[src/rtl/permute_pipeline_scheduler_if.sv]
// Handshake bundle between the permutation scheduler and its job source, bot stream,
// pipeline issue/return ports and per-top result sink.
interface permute_pipeline_scheduler_if #(
  parameter int MAX_INFLIGHT = 64
);
  localparam int IW = $clog2(MAX_INFLIGHT) + 1;

  logic          job_valid, job_ready;
  logic [127:0]  job_top;
  logic [15:0]   job_bot_count;
  logic          bot_valid, bot_ready;
  logic [127:0]  bot_data;
  logic          pipe_ivalid, pipe_oready, pipe_start_new_top;
  logic [127:0]  pipe_bot;
  logic          pipe_ovalid, pipe_iready;
  logic [63:0]   pipe_result;
  logic          res_valid, res_ready;
  logic [63:0]   res_sum;
  logic [31:0]   res_count;
  logic          res_ecc;
  logic [IW-1:0] inflight;

  modport master (
    input  job_valid, job_top, job_bot_count, bot_valid, bot_data,
           pipe_oready, pipe_ovalid, pipe_result, res_ready,
    output job_ready, bot_ready, pipe_ivalid, pipe_start_new_top, pipe_bot,
           pipe_iready, res_valid, res_sum, res_count, res_ecc, inflight
  );
  modport slave (
    output job_valid, job_top, job_bot_count, bot_valid, bot_data,
           pipe_oready, pipe_ovalid, pipe_result, res_ready,
    input  job_ready, bot_ready, pipe_ivalid, pipe_start_new_top, pipe_bot,
           pipe_iready, res_valid, res_sum, res_count, res_ecc, inflight
  );
endinterface

[src/rtl/permute_pipeline_scheduler.sv]
// Issues a marker + bots per top under a credit limit and folds returned bot results per top.
// Optional OCCUPANCY_CAPTURE_EN exposes the marker result as occ_valid/occ_num/occ_den.
module permute_pipeline_scheduler #(
  parameter int MAX_INFLIGHT = 64,
  parameter int MAX_TOPS     = 4
) (
  input  logic clock,
  input  logic rst,
`ifdef OCCUPANCY_CAPTURE_EN
  output logic        occ_valid,
  output logic [31:0] occ_num,
  output logic [31:0] occ_den,
`endif
  permute_pipeline_scheduler_if.master io
);
  localparam int IW = $clog2(MAX_INFLIGHT) + 1;
  localparam int TW = (MAX_TOPS > 1) ? $clog2(MAX_TOPS) : 1;

  typedef enum logic [1:0] {I_IDLE, I_TOP, I_BOTS} iss_e;
  typedef enum logic       {R_MARK, R_BOTS} ret_e;

  iss_e          iss_q, iss_d;
  ret_e          ret_q, ret_d;
  logic [127:0]  top_q, top_d;
  logic [15:0]   rem_q, rem_d, rrem_q, rrem_d;
  logic          job_ready_q, job_ready_d, run_q;
  logic [IW-1:0] infl_q, infl_d;
  logic [15:0]   fifo_q [MAX_TOPS];
  logic [TW-1:0] wr_q, rd_q;
  logic [TW:0]   cnt_q, cnt_d;
  logic          res_valid_q, res_valid_d, ecc_q, ecc_d;
  logic [63:0]   sum_q, sum_d;
  logic [31:0]   pcnt_q, pcnt_d;

  logic         credit_full, issue, ret_fire, push, pop;
  logic         pipe_ivalid, pipe_iready, bot_ready, start_top;
  logic [127:0] pipe_bot;
  logic [15:0]  head_n;

  function automatic logic [TW-1:0] nxt(input logic [TW-1:0] p);
    return (p == TW'(MAX_TOPS - 1)) ? '0 : p + 1'b1;
  endfunction

  assign credit_full = (infl_q == IW'(MAX_INFLIGHT));
  assign issue       = pipe_ivalid && io.pipe_oready;
  assign pipe_iready = run_q && !(res_valid_q && !io.res_ready);
  assign ret_fire    = io.pipe_ovalid && pipe_iready;
  assign pop         = res_valid_q && io.res_ready;
  // A marker accepted during the pop cycle belongs to the entry behind the head.
  assign head_n      = fifo_q[res_valid_q ? nxt(rd_q) : rd_q];

  always_comb begin
    iss_d = iss_q; top_d = top_q; rem_d = rem_q; push = 1'b0;
    pipe_ivalid = 1'b0; start_top = 1'b0; pipe_bot = top_q; bot_ready = 1'b0;
    case (iss_q)
      I_IDLE: if (io.job_valid && job_ready_q) begin
        push = 1'b1; top_d = io.job_top; rem_d = io.job_bot_count; iss_d = I_TOP;
      end
      I_TOP: begin
        pipe_ivalid = !credit_full;
        start_top   = 1'b1;
        if (!credit_full && io.pipe_oready) iss_d = (rem_q == 16'd0) ? I_IDLE : I_BOTS;
      end
      I_BOTS: begin
        pipe_ivalid = io.bot_valid && !credit_full;
        bot_ready   = io.pipe_oready && !credit_full;
        pipe_bot    = io.bot_data;
        if (io.bot_valid && !credit_full && io.pipe_oready) begin
          rem_d = rem_q - 16'd1;
          if (rem_q == 16'd1) iss_d = I_IDLE;
        end
      end
      default: iss_d = I_IDLE;
    endcase
  end

  assign cnt_d       = cnt_q + (TW+1)'(push) - (TW+1)'(pop);
  assign job_ready_d = (iss_d == I_IDLE) && (cnt_d < (TW+1)'(MAX_TOPS));

  always_comb begin
    infl_d = infl_q;
    if (issue && !ret_fire)      infl_d = infl_q + IW'(1);
    else if (!issue && ret_fire) infl_d = infl_q - IW'(1);
  end

  always_comb begin
    ret_d = ret_q; rrem_d = rrem_q; res_valid_d = res_valid_q;
    sum_d = sum_q; pcnt_d = pcnt_q; ecc_d = ecc_q;
    if (pop) begin
      res_valid_d = 1'b0; sum_d = '0; pcnt_d = '0; ecc_d = 1'b0;
    end
    if (ret_fire) begin
      if (ret_q == R_MARK) begin
        if (head_n == 16'd0) res_valid_d = 1'b1;
        else begin rrem_d = head_n; ret_d = R_BOTS; end
      end else begin
        sum_d  = sum_q + {16'd0, io.pipe_result[47:0]};
        pcnt_d = pcnt_q + {19'd0, io.pipe_result[60:48]};
        ecc_d  = ecc_q | io.pipe_result[63];
        rrem_d = rrem_q - 16'd1;
        if (rrem_q == 16'd1) begin res_valid_d = 1'b1; ret_d = R_MARK; end
      end
    end
  end

  always_ff @(posedge clock) begin
    if (!rst) begin
      iss_q <= I_IDLE; ret_q <= R_MARK; top_q <= '0; rem_q <= '0; rrem_q <= '0;
      job_ready_q <= 1'b0; run_q <= 1'b0; infl_q <= '0;
      wr_q <= '0; rd_q <= '0; cnt_q <= '0;
      res_valid_q <= 1'b0; sum_q <= '0; pcnt_q <= '0; ecc_q <= 1'b0;
    end else begin
      iss_q <= iss_d; ret_q <= ret_d; top_q <= top_d; rem_q <= rem_d; rrem_q <= rrem_d;
      job_ready_q <= job_ready_d; run_q <= 1'b1; infl_q <= infl_d;
      cnt_q <= cnt_d;
      if (push) wr_q <= nxt(wr_q);
      if (pop)  rd_q <= nxt(rd_q);
      res_valid_q <= res_valid_d; sum_q <= sum_d; pcnt_q <= pcnt_d; ecc_q <= ecc_d;
    end
  end

  always_ff @(posedge clock) begin
    if (push) fifo_q[wr_q] <= io.job_bot_count;
  end

`ifdef OCCUPANCY_CAPTURE_EN
  logic occ_valid_q;
  logic [31:0] occ_num_q, occ_den_q;
  logic marker_fire;
  assign marker_fire = ret_fire && (ret_q == R_MARK);
  always_ff @(posedge clock) begin
    if (!rst) begin
      occ_valid_q <= 1'b0; occ_num_q <= '0; occ_den_q <= '0;
    end else begin
      occ_valid_q <= marker_fire;
      if (marker_fire) begin
        occ_num_q <= io.pipe_result[63:32];
        occ_den_q <= io.pipe_result[31:0];
      end
    end
  end
  assign occ_valid = occ_valid_q;
  assign occ_num   = occ_num_q;
  assign occ_den   = occ_den_q;
`endif

  assign io.job_ready          = job_ready_q;
  assign io.bot_ready          = bot_ready;
  assign io.pipe_ivalid        = pipe_ivalid;
  assign io.pipe_start_new_top = start_top;
  assign io.pipe_bot           = pipe_bot;
  assign io.pipe_iready        = pipe_iready;
  assign io.res_valid          = res_valid_q;
  assign io.res_sum            = sum_q;
  assign io.res_count          = pcnt_q;
  assign io.res_ecc            = ecc_q;
  assign io.inflight           = infl_q;
endmodule

[src/flat_wrapper.sv]
// flat-port wrapper written by rule: the top's interface ports become plain ports
module permute_pipeline_scheduler_flat 
#(
  parameter int MAX_INFLIGHT = 64,
  parameter int MAX_TOPS     = 4
)
  (clock, rst, io_job_valid, io_job_top, io_job_bot_count, io_bot_valid, io_bot_data, io_pipe_oready, io_pipe_ovalid, io_pipe_result, io_res_ready, io_job_ready, io_bot_ready, io_pipe_ivalid, io_pipe_start_new_top, io_pipe_bot, io_pipe_iready, io_res_valid, io_res_sum, io_res_count, io_res_ecc, io_inflight);
  permute_pipeline_scheduler_if #(.MAX_INFLIGHT(MAX_INFLIGHT)) io_i ();
  input  logic clock;
  input  logic rst;
  input wire logic [$bits(io_i.job_valid)-1:0] io_job_valid;
  input wire logic [$bits(io_i.job_top)-1:0] io_job_top;
  input wire logic [$bits(io_i.job_bot_count)-1:0] io_job_bot_count;
  input wire logic [$bits(io_i.bot_valid)-1:0] io_bot_valid;
  input wire logic [$bits(io_i.bot_data)-1:0] io_bot_data;
  input wire logic [$bits(io_i.pipe_oready)-1:0] io_pipe_oready;
  input wire logic [$bits(io_i.pipe_ovalid)-1:0] io_pipe_ovalid;
  input wire logic [$bits(io_i.pipe_result)-1:0] io_pipe_result;
  input wire logic [$bits(io_i.res_ready)-1:0] io_res_ready;
  output wire logic [$bits(io_i.job_ready)-1:0] io_job_ready;
  output wire logic [$bits(io_i.bot_ready)-1:0] io_bot_ready;
  output wire logic [$bits(io_i.pipe_ivalid)-1:0] io_pipe_ivalid;
  output wire logic [$bits(io_i.pipe_start_new_top)-1:0] io_pipe_start_new_top;
  output wire logic [$bits(io_i.pipe_bot)-1:0] io_pipe_bot;
  output wire logic [$bits(io_i.pipe_iready)-1:0] io_pipe_iready;
  output wire logic [$bits(io_i.res_valid)-1:0] io_res_valid;
  output wire logic [$bits(io_i.res_sum)-1:0] io_res_sum;
  output wire logic [$bits(io_i.res_count)-1:0] io_res_count;
  output wire logic [$bits(io_i.res_ecc)-1:0] io_res_ecc;
  output wire logic [$bits(io_i.inflight)-1:0] io_inflight;
  assign io_i.job_valid = io_job_valid;
  assign io_i.job_top = io_job_top;
  assign io_i.job_bot_count = io_job_bot_count;
  assign io_i.bot_valid = io_bot_valid;
  assign io_i.bot_data = io_bot_data;
  assign io_i.pipe_oready = io_pipe_oready;
  assign io_i.pipe_ovalid = io_pipe_ovalid;
  assign io_i.pipe_result = io_pipe_result;
  assign io_i.res_ready = io_res_ready;
  assign io_job_ready = io_i.job_ready;
  assign io_bot_ready = io_i.bot_ready;
  assign io_pipe_ivalid = io_i.pipe_ivalid;
  assign io_pipe_start_new_top = io_i.pipe_start_new_top;
  assign io_pipe_bot = io_i.pipe_bot;
  assign io_pipe_iready = io_i.pipe_iready;
  assign io_res_valid = io_i.res_valid;
  assign io_res_sum = io_i.res_sum;
  assign io_res_count = io_i.res_count;
  assign io_res_ecc = io_i.res_ecc;
  assign io_inflight = io_i.inflight;
  permute_pipeline_scheduler #(.MAX_INFLIGHT(MAX_INFLIGHT), .MAX_TOPS(MAX_TOPS)) u_core (.clock(clock), .rst(rst), .io(io_i));
endmodule
[config.mk]
export PLATFORM = sky130hd
export DESIGN_NAME = permute_pipeline_scheduler_flat
export DESIGN_NICKNAME = d
export VERILOG_FILES = /design/src/rtl/permute_pipeline_scheduler_if.sv /design/src/rtl/permute_pipeline_scheduler.sv /design/src/flat_wrapper.sv
export SDC_FILE = /design/constraint.sdc
export NUM_CORES = 1
export LEC_CHECK = 0
export CAP_MARGIN = 20
export CELL_PAD_IN_SITES_DETAIL_PLACEMENT = 1
export CELL_PAD_IN_SITES_GLOBAL_PLACEMENT = 1
export CORE_UTILIZATION = 30
export DETAILED_ROUTE_END_ITERATION = 8
export HOLD_SLACK_MARGIN = 0.03
export PLACE_DENSITY = 0.75
export SETUP_SLACK_MARGIN = 0.5
export SYNTH_ARGS = -nofsm -noshare
export SYNTH_HDL_FRONTEND = slang
export SYNTH_SLANG_ARGS = --single-unit
[constraint.sdc]
create_clock -name clock -period 4.64 [get_ports clock]
set_clock_uncertainty 0.2 [all_clocks]
set_input_delay 0.696 -clock clock [delete_from_list [all_inputs] [get_ports clock]]
set_output_delay 0.696 -clock clock [all_outputs]
set_load 0.03 [all_outputs]
Yosys cells after proc, flatten, opt, wreduce, memory -nomap -nowiden

Memory sizes are Yosys's and may differ from the RTL's.
Index checks and enable logic that the tools add are counted.

Mux-type cells: 42
Reduce and logical (&&, ||, !) cells: 26
Equal/unequal tests: 10
Order comparisons: 1
Bitwise logic cells: 1
Div/mod/pow operators: 0
Multipliers: 0
Shift-type cells: 0
Add/subtract/negate cells: 10

Operators with widths:

| cell                                                                     | count |
|---|---|
| 64-bit 2-to-1 mux                                                        | 3 |
| 128-bit 2-to-1 mux                                                       | 1 |
| 32-bit 2-to-1 mux                                                        | 3 |
| 64-bit by 48-bit adder with 64-bit output                                | 1 |
| 16-bit 2-to-1 mux                                                        | 4 |
| 32-bit by 13-bit adder with 32-bit output                                | 1 |
| 16-bit by 1-bit equality test with 1-bit output (second input constant)  | 2 |
| 16-bit zero test                                                         | 2 |
| 16-bit one-hot mux with 2 select lines                                   | 1 |
| 16-bit by 1-bit subtractor with 16-bit output (second input constant)    | 2 |
| 1-bit 2-to-1 mux                                                         | 18 |
| 2-bit 2-to-1 mux                                                         | 8 |
| 7-bit 2-to-1 mux                                                         | 2 |
| 1-bit logical AND                                                        | 12 |
| 7-bit by 1-bit adder with 7-bit output (second input constant)           | 1 |
| 7-bit equality test (second input constant)                              | 1 |
| 7-bit by 1-bit subtractor with 7-bit output (second input constant)      | 1 |
| 2-bit equality test (second input constant)                              | 3 |
| 2-bit by 1-bit inequality test with 1-bit output (second input constant) | 3 |
| 2-bit one-hot mux with 3 select lines                                    | 1 |
| 1-bit zero test                                                          | 5 |
| 2-bit by 1-bit adder with 2-bit output (second input constant)           | 2 |
| 2-bit zero test                                                          | 2 |
| 2-bit AND reduction                                                      | 2 |
| 8 further kinds                                                          | 9 |

Output and inout port bits: 238
Register bits after elaboration: 277
Logic and storage cells: 106
Memories: 1
Latch bits: 0
Bits in writable memories: 64
Memory bits (read-only): 0
Bits of input ports: 343

Memory list:

| memory        | depth | width | read ports | clocked after Yosys merged registers in | write ports | line                             | RTL |
|---|---|---|---|---|---|---|---|
| u_core.fifo_q | 4     | 16    | 1          | 0                                       | 1           | permute_pipeline_scheduler.sv:28 | `logic [15:0] fifo_q [MAX_TOPS];` |

Logic depth before layout (Yosys ltp)

Gate-level depths: netlist (run 1).

Depth after elaboration: 9
Depth in mapped cells: 18
Gate-level depth less buffers: 16

Worst setup path after synthesis (run 1)

Ideal clock, no wire load.

Path kind: input-to-reg
Start point: in io_res_ready
End point: reg u_core.infl_q[6], in the netlist u_core.io.inflight[6]
Path slack: 0.985 ns
Arrival time: 3.384 ns
Data required time: 4.370 ns
Stages: 15
Path buffers: 2
Setup time: 0.070 ns
Cells stage by stage: nand2b_1 and3_1 clkbuf_1 inv_1 clkbuf_1 ha_1 inv_1 fa_1 a21o_1 a21o_1 a21o_1 a21oi_1 xnor2_1 or3_1 a21oi_1

Longest elaborated chain between the ends: 8
Elaborated cells on any way between the ends: 10
Classes of those cells: mux: 1; reduce/logical: 9

RTL lines:

| item                                                   | line                              | RTL |
|---|---|---|
| start, declared                                        | flat_wrapper.sv:19                | `input wire logic [$bits(io_i.res_ready)-1:0] io_res_ready;` |
| 1-bit zero test *                                      | permute_pipeline_scheduler.sv:46  | `assign pipe_iready = run_q && !(res_valid_q && !io.res_ready);` |
| 1-bit logical AND *                                    | permute_pipeline_scheduler.sv:46  |  |
| 1-bit zero test *                                      | permute_pipeline_scheduler.sv:46  |  |
| 1-bit logical AND *                                    | permute_pipeline_scheduler.sv:46  |  |
| 1-bit logical AND *                                    | permute_pipeline_scheduler.sv:47  | `assign ret_fire = io.pipe_ovalid && pipe_iready;` |
| 1-bit zero test                                        | permute_pipeline_scheduler.sv:82  | `if (issue && !ret_fire) infl_d = infl_q + IW'(1);` |
| 1-bit logical AND                                      | permute_pipeline_scheduler.sv:82  |  |
| 7-bit 2-to-1 mux or 2-bit nonzero test (tied branches) | n/a                               |  |
| end signal, assigned                                   | permute_pipeline_scheduler.sv:109 | `job_ready_q <= 1'b0; run_q <= 1'b0; infl_q <= '0;` |
| end signal, assigned                                   | permute_pipeline_scheduler.sv:114 | `job_ready_q <= job_ready_d; run_q <= 1'b1; infl_q <= infl_d;` |
| end, declared                                          | permute_pipeline_scheduler.sv:27  | `logic [IW-1:0] infl_q, infl_d;` |

Every way passes the cells marked *; elsewhere a longest branch is shown, timed or not.
A chain may end at the register's enable or synchronous reset.

Worst setup path after layout (run 1)

Start point: reg u_core.iss_q[0]
End point: out io_pipe_bot[72]

Longest elaborated chain between the ends: 2

RTL lines:

| item                   | line                              | RTL |
|---|---|---|
| start, declared        | permute_pipeline_scheduler.sv:22  | `iss_e iss_q, iss_d;` |
| start signal, assigned | permute_pipeline_scheduler.sv:113 | `iss_q <= iss_d; ret_q <= ret_d; top_q <= top_d; rem_q <= rem_d; rrem_q <= rrem_d;` |
| 2-bit equality test    | permute_pipeline_scheduler.sv:55  | `case (iss_q)` |
| 128-bit 2-to-1 mux     | permute_pipeline_scheduler.sv:55  |  |
| end, declared          | flat_wrapper.sv:24                | `output wire logic [$bits(io_i.pipe_bot)-1:0] io_pipe_bot;` |

No other way between the ends.

==> results of run 1 <==
[how the worst max path moves through the flow]
stage                                     from                            endpoint  slack, ns  depth (start not counted)
floorplan                         io_res_ready  u_core.io.inflight[6]$_SDFFE_PN0P_       0.99                         15
global placement             io_pipe_result[0]    u_core.io.res_sum[50]$_SDFF_PN0_       0.35                         12
detailed placement          io_pipe_result[32]    u_core.io.res_sum[53]$_SDFF_PN0_       0.31                         11
CTS                 u_core.iss_q[0]$_SDFF_PN0_                     io_pipe_bot[82]       0.51                          5
global route        u_core.iss_q[0]$_SDFF_PN0_                     io_pipe_bot[72]       0.52                          5
finish              u_core.iss_q[0]$_SDFF_PN0_                     io_pipe_bot[72]       0.60                          5
[cells by family (layout without fill, tap and decap cells)]
kind of cell / after synthesis / after routing / share of synthesized area [%]
muxes: 156 / 156 / 9.349
DFF: 341 / 341 / 40.05
AOI/OAI and AO/OA: 595 / 595 / 19.50
and+or+nand+nor: 772 / 772 / 18.44
buffers and inverters: 170 / 720 / 3.631
adders and majority gates: 88 / 88 / 6.067
other: 0 / 10 / 0
xor gates and xnor gates: 63 / 63 / 2.960
[state kept, by name, indices dropped and copies added (netlist names)]
| name | cells |
|---|---|
| u_core.ret_q | 1 |
| u_core.cnt_q | 3 |
| u_core.rd_q | 2 |
| u_core.io.res_ecc | 1 |
| u_core.top_q | 128 |
| u_core.rrem_q | 16 |
| u_core.rem_q | 16 |
| u_core.wr_q | 2 |
| u_core.io.inflight | 7 |
| u_core.io.res_count | 32 |
| u_core.io.res_valid | 1 |
| u_core.fifo_q | 64 |
| u_core.iss_q | 2 |
| u_core.io.res_sum | 64 |
| u_core.io.job_ready | 1 |
| u_core.run_q | 1 |
[synth_stat cells (7+ instances only)]
master / count / area (sq um)
dfxtp_1: 277 / 5545
clkbuf_1: 98 / 367.9
a31oi_1: 40 / 250.2
and3_1: 20 / 125.1
nand2b_1: 9 / 56.30
nand2_1: 422 / 1584
nand3_1: 72 / 360.4
o21a_1: 9 / 67.56
nor2_1: 111 / 416.7
mux2_2: 128 / 1441
nor4_1: 13 / 81.33
edfxtp_1: 64 / 1922
or3_1: 10 / 62.56
a211oi_1: 18 / 135.1
xor2_1: 22 / 192.7
a21o_1: 38 / 285.3
o21ai_0: 85 / 425.4
o31ai_1: 11 / 82.58
or4_1: 10 / 75.07
nor3_1: 21 / 105.1
buf_1: 17 / 63.81
o211ai_1: 11 / 82.58
a21oi_1: 275 / 1376
xnor2_1: 41 / 359.1
buf_2: 10 / 50.05
o21bai_1: 13 / 97.59
a41oi_1: 7 / 61.31
and4_1: 8 / 70.07
o221a_1: 9 / 101.4
a22oi_1: 8 / 60.06
nand4_1: 24 / 150.1
inv_1: 39 / 146.4
and2_1: 33 / 206.5
mux2i_1: 25 / 250.2
ha_1: 84 / 1051
[through the flow]
step                std cells  hold WS [ns]  utilization (%)
CTS                      3572        0.2539            43.24
floorplan                2185        0.2338                -
finish                   3582        0.2518            43.29
global placement         3497        0.2396            40.94
global route             3580        0.2684            43.28
detailed placement       3497        0.2461            40.94
[layout make-up]
cell class                 count  area, sq um
fill                        7151        34930
multi-input combinational   1674        10540
sequential                   341         7467
timing repair buffer         604         6016
clock buffer                  60         1209
tap                          837         1047
clock inverter                15        198.9
inverter                      41        161.4
antenna                       10        25.02
[where the power goes]
part	total, mW	leakage, nW	switching, mW	internal (mW)
clock	3.40	0.689	1.36	2.04
combinational	2.73	6.43	1.59	1.14
sequential	3.39	2.83	0.148	3.24
total	9.52	9.95	3.10	6.42
[layout by cell type (no fill, tap or decap), types with 11 or more instances in the layout]
master           instances
o21ai_0                 85
xnor2_1                 41
and2_1                  33
o211ai_1                11
edfxtp_1                64
nor4_1                  13
nor2_1                 110
nor3_1                  20
a31oi_1                 40
clkdlybuf4s50_1        574
nand4_1                 24
mux2i_1                 25
a21oi_1                275
nand3_1                 71
ha_1                    83
clkbuf_16               42
mux2_2                 128
a21o_1                  38
o31ai_1                 11
buf_4                   24
a211oi_1                18
and3_1                  20
dfxtp_1                277
xor2_1                  22
o21bai_1                13
nand2_1                420
inv_1                   38
[critical path: cells and delay by family, from the launching register on]
| kind | cells | cell delay, ns |
|---|---|---|
| adder cells (fa/ha/maj) | 1 | 0.36 |
| multiplexers | 1 | 0.41 |
| flip-flops | 1 | 0.34 |
| buffers and inverters | 3 | 1.36 |
[per-layer routing]
| metal | track usage, % | wire length, um |
|---|---|---|
| met5 | 0 | 154 |
| met1 | 26.36 | 30030 |
| met2 | 41.28 | 38240 |
| met4 | 15.82 | 5395 |
| met3 | 6.523 | 5110 |
[timing repair]
item                       in CTS  in global routing
pin swaps                       0                  0
gates cloned                    0                  0
gates resized for setup         1                  3
setup endpoints to repair       1                  3
hold buffers                    0                  0
==> results.py, run 1 <==
metrics = {
    "sta": {
        "drv_slew": 0,
        "setup_violations": 0,
        "fin_crit_sh_pct": 86.98,
        "fin_crit_ns": 4.036,
        "hold_violations": 0,
        "setup_ws_ns": 0.6042,
        "rsz0062_at_grt": "no",
        "finalSetupTns_ns": 0,
        "timing_worst_slew_pin_value_ns": 0.8880,
        "fmax_mhz": 247.8,
        "maxSlewHeadroom_pct": 40.80,
    },
    "worst_setup_path": {
        "reg2reg_from": "u_core.rd_q[0]$_SDFFE_PN0P_",
        "start_kind": "register",
        "slowest_stage": "clkdlybuf4s50_1",
        "end_kind": "primary output",
        "cp_max_fo": 99,
        "path_cells": "inv_1, ha_4, buf_16, mux2_2, clkdlybuf4s50_1",
        "max_stage_delay_ns": 0.80,
        "crit_required_ns": 3.74,
        "cp_data_arrival_time_ns": 3.14,
        "reg2regPathDepth": 10,
        "path_class": "reg -> out",
        "r2r-end": "u_core.rrem_q[5]$_SDFFE_PN0P_",
        "reg2reg_setup_slack_ns": 0.97,
    },
    "placed_design": {
        "io_buffers": 578,
        "place_hpwl_um": 60350,
        "dpl_cell_area_sq_um": 25220,
        "gp_congestion": 0.8766,
        "place_ws_ns": 0.3055,
    },
    "synth": {
        "synth-seq-area-share_pct": 40.05,
        "syn_area_sq_um": 18640,
        "ys.flop_type": "dfxtp_1",
        "synthArstFlopShare_pct": 0,
        "yosysWarnings": 0,
        "ys_seq_elements": 341,
        "synth_edf_count": 64,
        "ys_types": 77,
        "synth_nets": 2616,
        "avgSynthCellArea_sq_um": 8.532,
        "synthCells": 2185,
    },
    "grt": {
        "grt_start_max_net_pins": 100,
        "grt_use_total_pct": 24.18,
        "grt_pass1_vias": 19310,
        "grt_overflow": 0,
        "antenna_found_initial": 24,
        "grt_pass1_wl_um": 117200,
    },
    "route": {
        "viasPerCell": 5.200,
        "num_vias": 18630,
        "routed_wl_um": 78930,
        "drt_iter0_drc": 696,
        "wire_per_inst_um": 22.04,
        "firstDrtPassIters": 5,
        "ant_nets": 0,
        "drt_drc_violations_left": 0,
    },
    "clock_tree": {
        "cts_root_buf": "clkbuf_16",
        "postCtsSetupBuffers": 0,
        "path_clk_slew_ns": 0.05,
        "cts-buffers-inserted": 42,
        "clock_sinks": 341,
        "cts_tree": "yes",
        "clock_latency_ns": 0.58,
        "clock_path_buffers": 3,
        "h-tree-depth": 2,
    },
    "floorplan": {
        "coreArea_sq_um": 61600,
        "die_area_sq_um": 63140,
        "initial_core_util_pct": 30.27,
        "die_h_um": 251.3,
        "fp-row-count": 91,
        "die_w_um": 251.3,
        "pin_count": 581,
    },
    "pwr": {
        "ir_worst_vdd_uv": 282.2,
        "power.density_nw_per_um2": 357.1,
        "power_mw": 9.522,
        "leakagePower_nw": 9.950,
    },
    "final_layout": {
        "final_net_count": 3135,
        "fin_area_sq_um": 26670,
        "syn_to_final_growth_pct": 43.03,
        "drive_gt1_share_pct": 9.068,
    },
    "worst_hold_path": {
        "holdPathEnd": "u_core.top_q[81]$_SDFFE_PN0P_",
        "hold_path_depth": 2,
        "hp-start": "u_core.top_q[81]$_SDFFE_PN0P_",
        "hold_class": "reg -> reg",
    },
    "flow_run": {
        "drv_cap": 0,
    },
    "outcome": {
        "outcome": "complete, no violations",
    },
}
Note: power is estimated with default switching activity, not from simulation.
==> inputs of run 2 (changes only) <==
--- a/config.mk
+++ b/config.mk
@@ -9,7 +9,9 @@
 export CELL_PAD_IN_SITES_DETAIL_PLACEMENT = 1
 export CELL_PAD_IN_SITES_GLOBAL_PLACEMENT = 1
 export CORE_UTILIZATION = 30
+export CTS_BUF_LIST = sky130_fd_sc_hd__clkbuf_16
 export DETAILED_ROUTE_END_ITERATION = 8
+export GPL_ROUTABILITY_DRIVEN = 0
 export HOLD_SLACK_MARGIN = 0.03
 export PLACE_DENSITY = 0.75
 export SETUP_SLACK_MARGIN = 0.5
==> results.py, run 2 (synthesis results as in run 1) <==
metrics = {
    "worst_setup_path": {
        "end_kind": "primary output",
        "reg2regPathDepth": 10,
        "path_cells": "inv_1, ha_4, buf_12, mux2_2, clkdlybuf4s50_1",
        "crit_required_ns": 3.74,
        "path_class": "reg -> out",
        "max_stage_delay_ns": 0.82,
        "cp_data_arrival_time_ns": 3.06,
        "slowest_stage": "clkdlybuf4s50_1",
        "cp_max_fo": 70,
        "start_kind": "register",
    },
    "sta": {
        "timing_worst_slew_pin_value_ns": 0.9715,
        "fin_crit_ns": 3.959,
        "drv_slew": 0,
        "hold_ws_ns": 0.2540,
        "rsz0062_at_grt": "no",
        "fin_crit_sh_pct": 85.32,
        "maxSlewHeadroom_pct": 35.23,
        "fmax_mhz": 252.6,
        "finalSetupTns_ns": 0,
        "setup_violations": 0,
        "hold_violations": 0,
    },
    "clock_tree": {
        "path_clk_slew_ns": 0.06,
        "clock_sinks": 341,
        "h-tree-depth": 2,
        "clock_latency_ns": 0.58,
        "ctsHoldBuffers": 0,
        "cts_tree": "yes",
        "cts_root_buf": "clkbuf_16",
        "clock_path_buffers": 3,
        "cts-buffers-inserted": 42,
    },
    "final_layout": {
        "syn_to_final_growth_pct": 42.52,
        "final_cell_mix": "clkdlybuf4s50_1 (577), nand2_1 (420), dfxtp_1 (277), a21oi_1 (275), mux2_2 (128)",
        "drive_gt1_share_pct": 8.845,
        "multi_input_area_sq_um": 10540,
        "fillerInstances": 7190,
        "regArea_sq_um": 7467,
        "fin_util_pct": 43.14,
        "final_common_cell": "clkdlybuf4s50_1",
        "fin_area_sq_um": 26570,
        "regMostFlops": "u_core.top_q",
        "largest_reg_flops": 128,
        "final_net_count": 3137,
    },
    "route": {
        "viasPerCell": 5.208,
        "wire_per_inst_um": 22.11,
        "num_vias": 18660,
        "drt_drc_violations_left": 0,
        "ant_nets": 0,
        "firstDrtPassIters": 5,
        "routed_wl_um": 79220,
        "drt_iter0_drc": 801,
    },
    "outcome": {
        "outcome": "complete, no violations",
    },
    "floorplan": {
        "die_area_sq_um": 63140,
        "pin_count": 581,
        "fp-row-count": 91,
        "die_h_um": 251.3,
        "die_w_um": 251.3,
        "coreArea_sq_um": 61600,
        "initial_core_util_pct": 30.27,
    },
    "grt": {
        "grt_use_total_pct": 24.26,
        "grt_start_max_net_pins": 135,
        "grt_overflow": 0,
        "grt_pass1_vias": 19560,
        "grt_pass1_wl_um": 117700,
        "antenna_found_initial": 20,
    },
    "flow_run": {
        "drv_cap": 0,
    },
    "pwr": {
        "ir_worst_vdd_uv": 255.9,
        "leakagePower_nw": 9.886,
        "power.density_nw_per_um2": 351.7,
        "power_mw": 9.344,
    },
    "worst_hold_path": {
        "hold_class": "reg -> reg",
        "hold_path_depth": 2,
    },
    "placed_design": {
        "dpl_cell_area_sq_um": 25230,
        "io_buffers": 578,
        "place_hpwl_um": 60820,
    },
}
run 2: layout make-up:
| class | instances | area share, % |
|---|---|---|
| Sequential cell | 341 | 28.10 |
| Clock buffer | 43 | 4.050 |
| Timing Repair Buffer | 606 | 22.68 |
| Antenna cell | 10 | 0.09418 |
| Multi-Input combinational cell | 1674 | 39.67 |
| Clock inverter | 31 | 0.8476 |
| Tap cell | 837 | 3.941 |
| Inverter | 41 | 0.6075 |
run 2: power by group:
| group | internal, mW | switching, mW |
|---|---|---|
| clock | 1.84 | 1.38 |
| sequential | 3.24 | 0.149 |
| combinational | 1.14 | 1.59 |
run 2: routing by layer:
| metal | GRT usage (%) | up-vias | wire (um) |
|---|---|---|---|
| li1 | - | 8903 | - |
| met1 | 27.17 | 8956 | 30660 |
| met2 | 40.90 | 585 | 37920 |
| met3 | 5.612 | 198 | 4810 |
| met4 | 16.59 | 18 | 5699 |
| met5 | 0 | - | 124 |
run 2: repair_timing:
action	in CTS	in global routing
hold endpoints to repair	0	0
gates resized for setup	1	0
setup buffers	1	0
endpoints found under the setup margin	4	0
run 2: through the flow:
stage | setup slack (ns) | cells
after floorplan | 0.9854 | 2185
after global placement | 0.3440 | 3498
after detailed placement | 0.2453 | 3498
after CTS | 0.6181 | 3573
after global routing | 0.5106 | 3579
final | 0.6813 | 3583
run 2: worst paths after layout:
| check | start | end | slack (ns) |
|---|---|---|---|
| setup / recovery | u_core.iss_q[0]$_SDFF_PN0_ | io_pipe_bot[76] | 0.68 |
| hold / removal | u_core.top_q[7]$_SDFFE_PN0P_ | u_core.top_q[7]$_SDFFE_PN0P_ | 0.25 |
| setup reg to reg | u_core.rd_q[0]$_SDFFE_PN0P_ | u_core.rrem_q[5]$_SDFFE_PN0P_ | 0.90 |
| hold reg to reg | u_core.top_q[7]$_SDFFE_PN0P_ | u_core.top_q[7]$_SDFFE_PN0P_ | 0.25 |
run 2: worst max-delay path: cells and delay by family (launching register included):
family                     cells  cell delay (ns)
buffers and inverters          3             1.32
muxes                          1             0.41
adders and majority gates      1             0.36
DFF                            1             0.34
==> inputs of run 3 (changes only) <==
--- a/config.mk
+++ b/config.mk
@@ -18,3 +18,4 @@
 export SYNTH_ARGS = -nofsm -noshare
 export SYNTH_HDL_FRONTEND = slang
 export SYNTH_SLANG_ARGS = --single-unit
+export TNS_END_PERCENT = 5
==> results of run 3 <==
Final layout, timing and power as in run 2 (identical DEF).
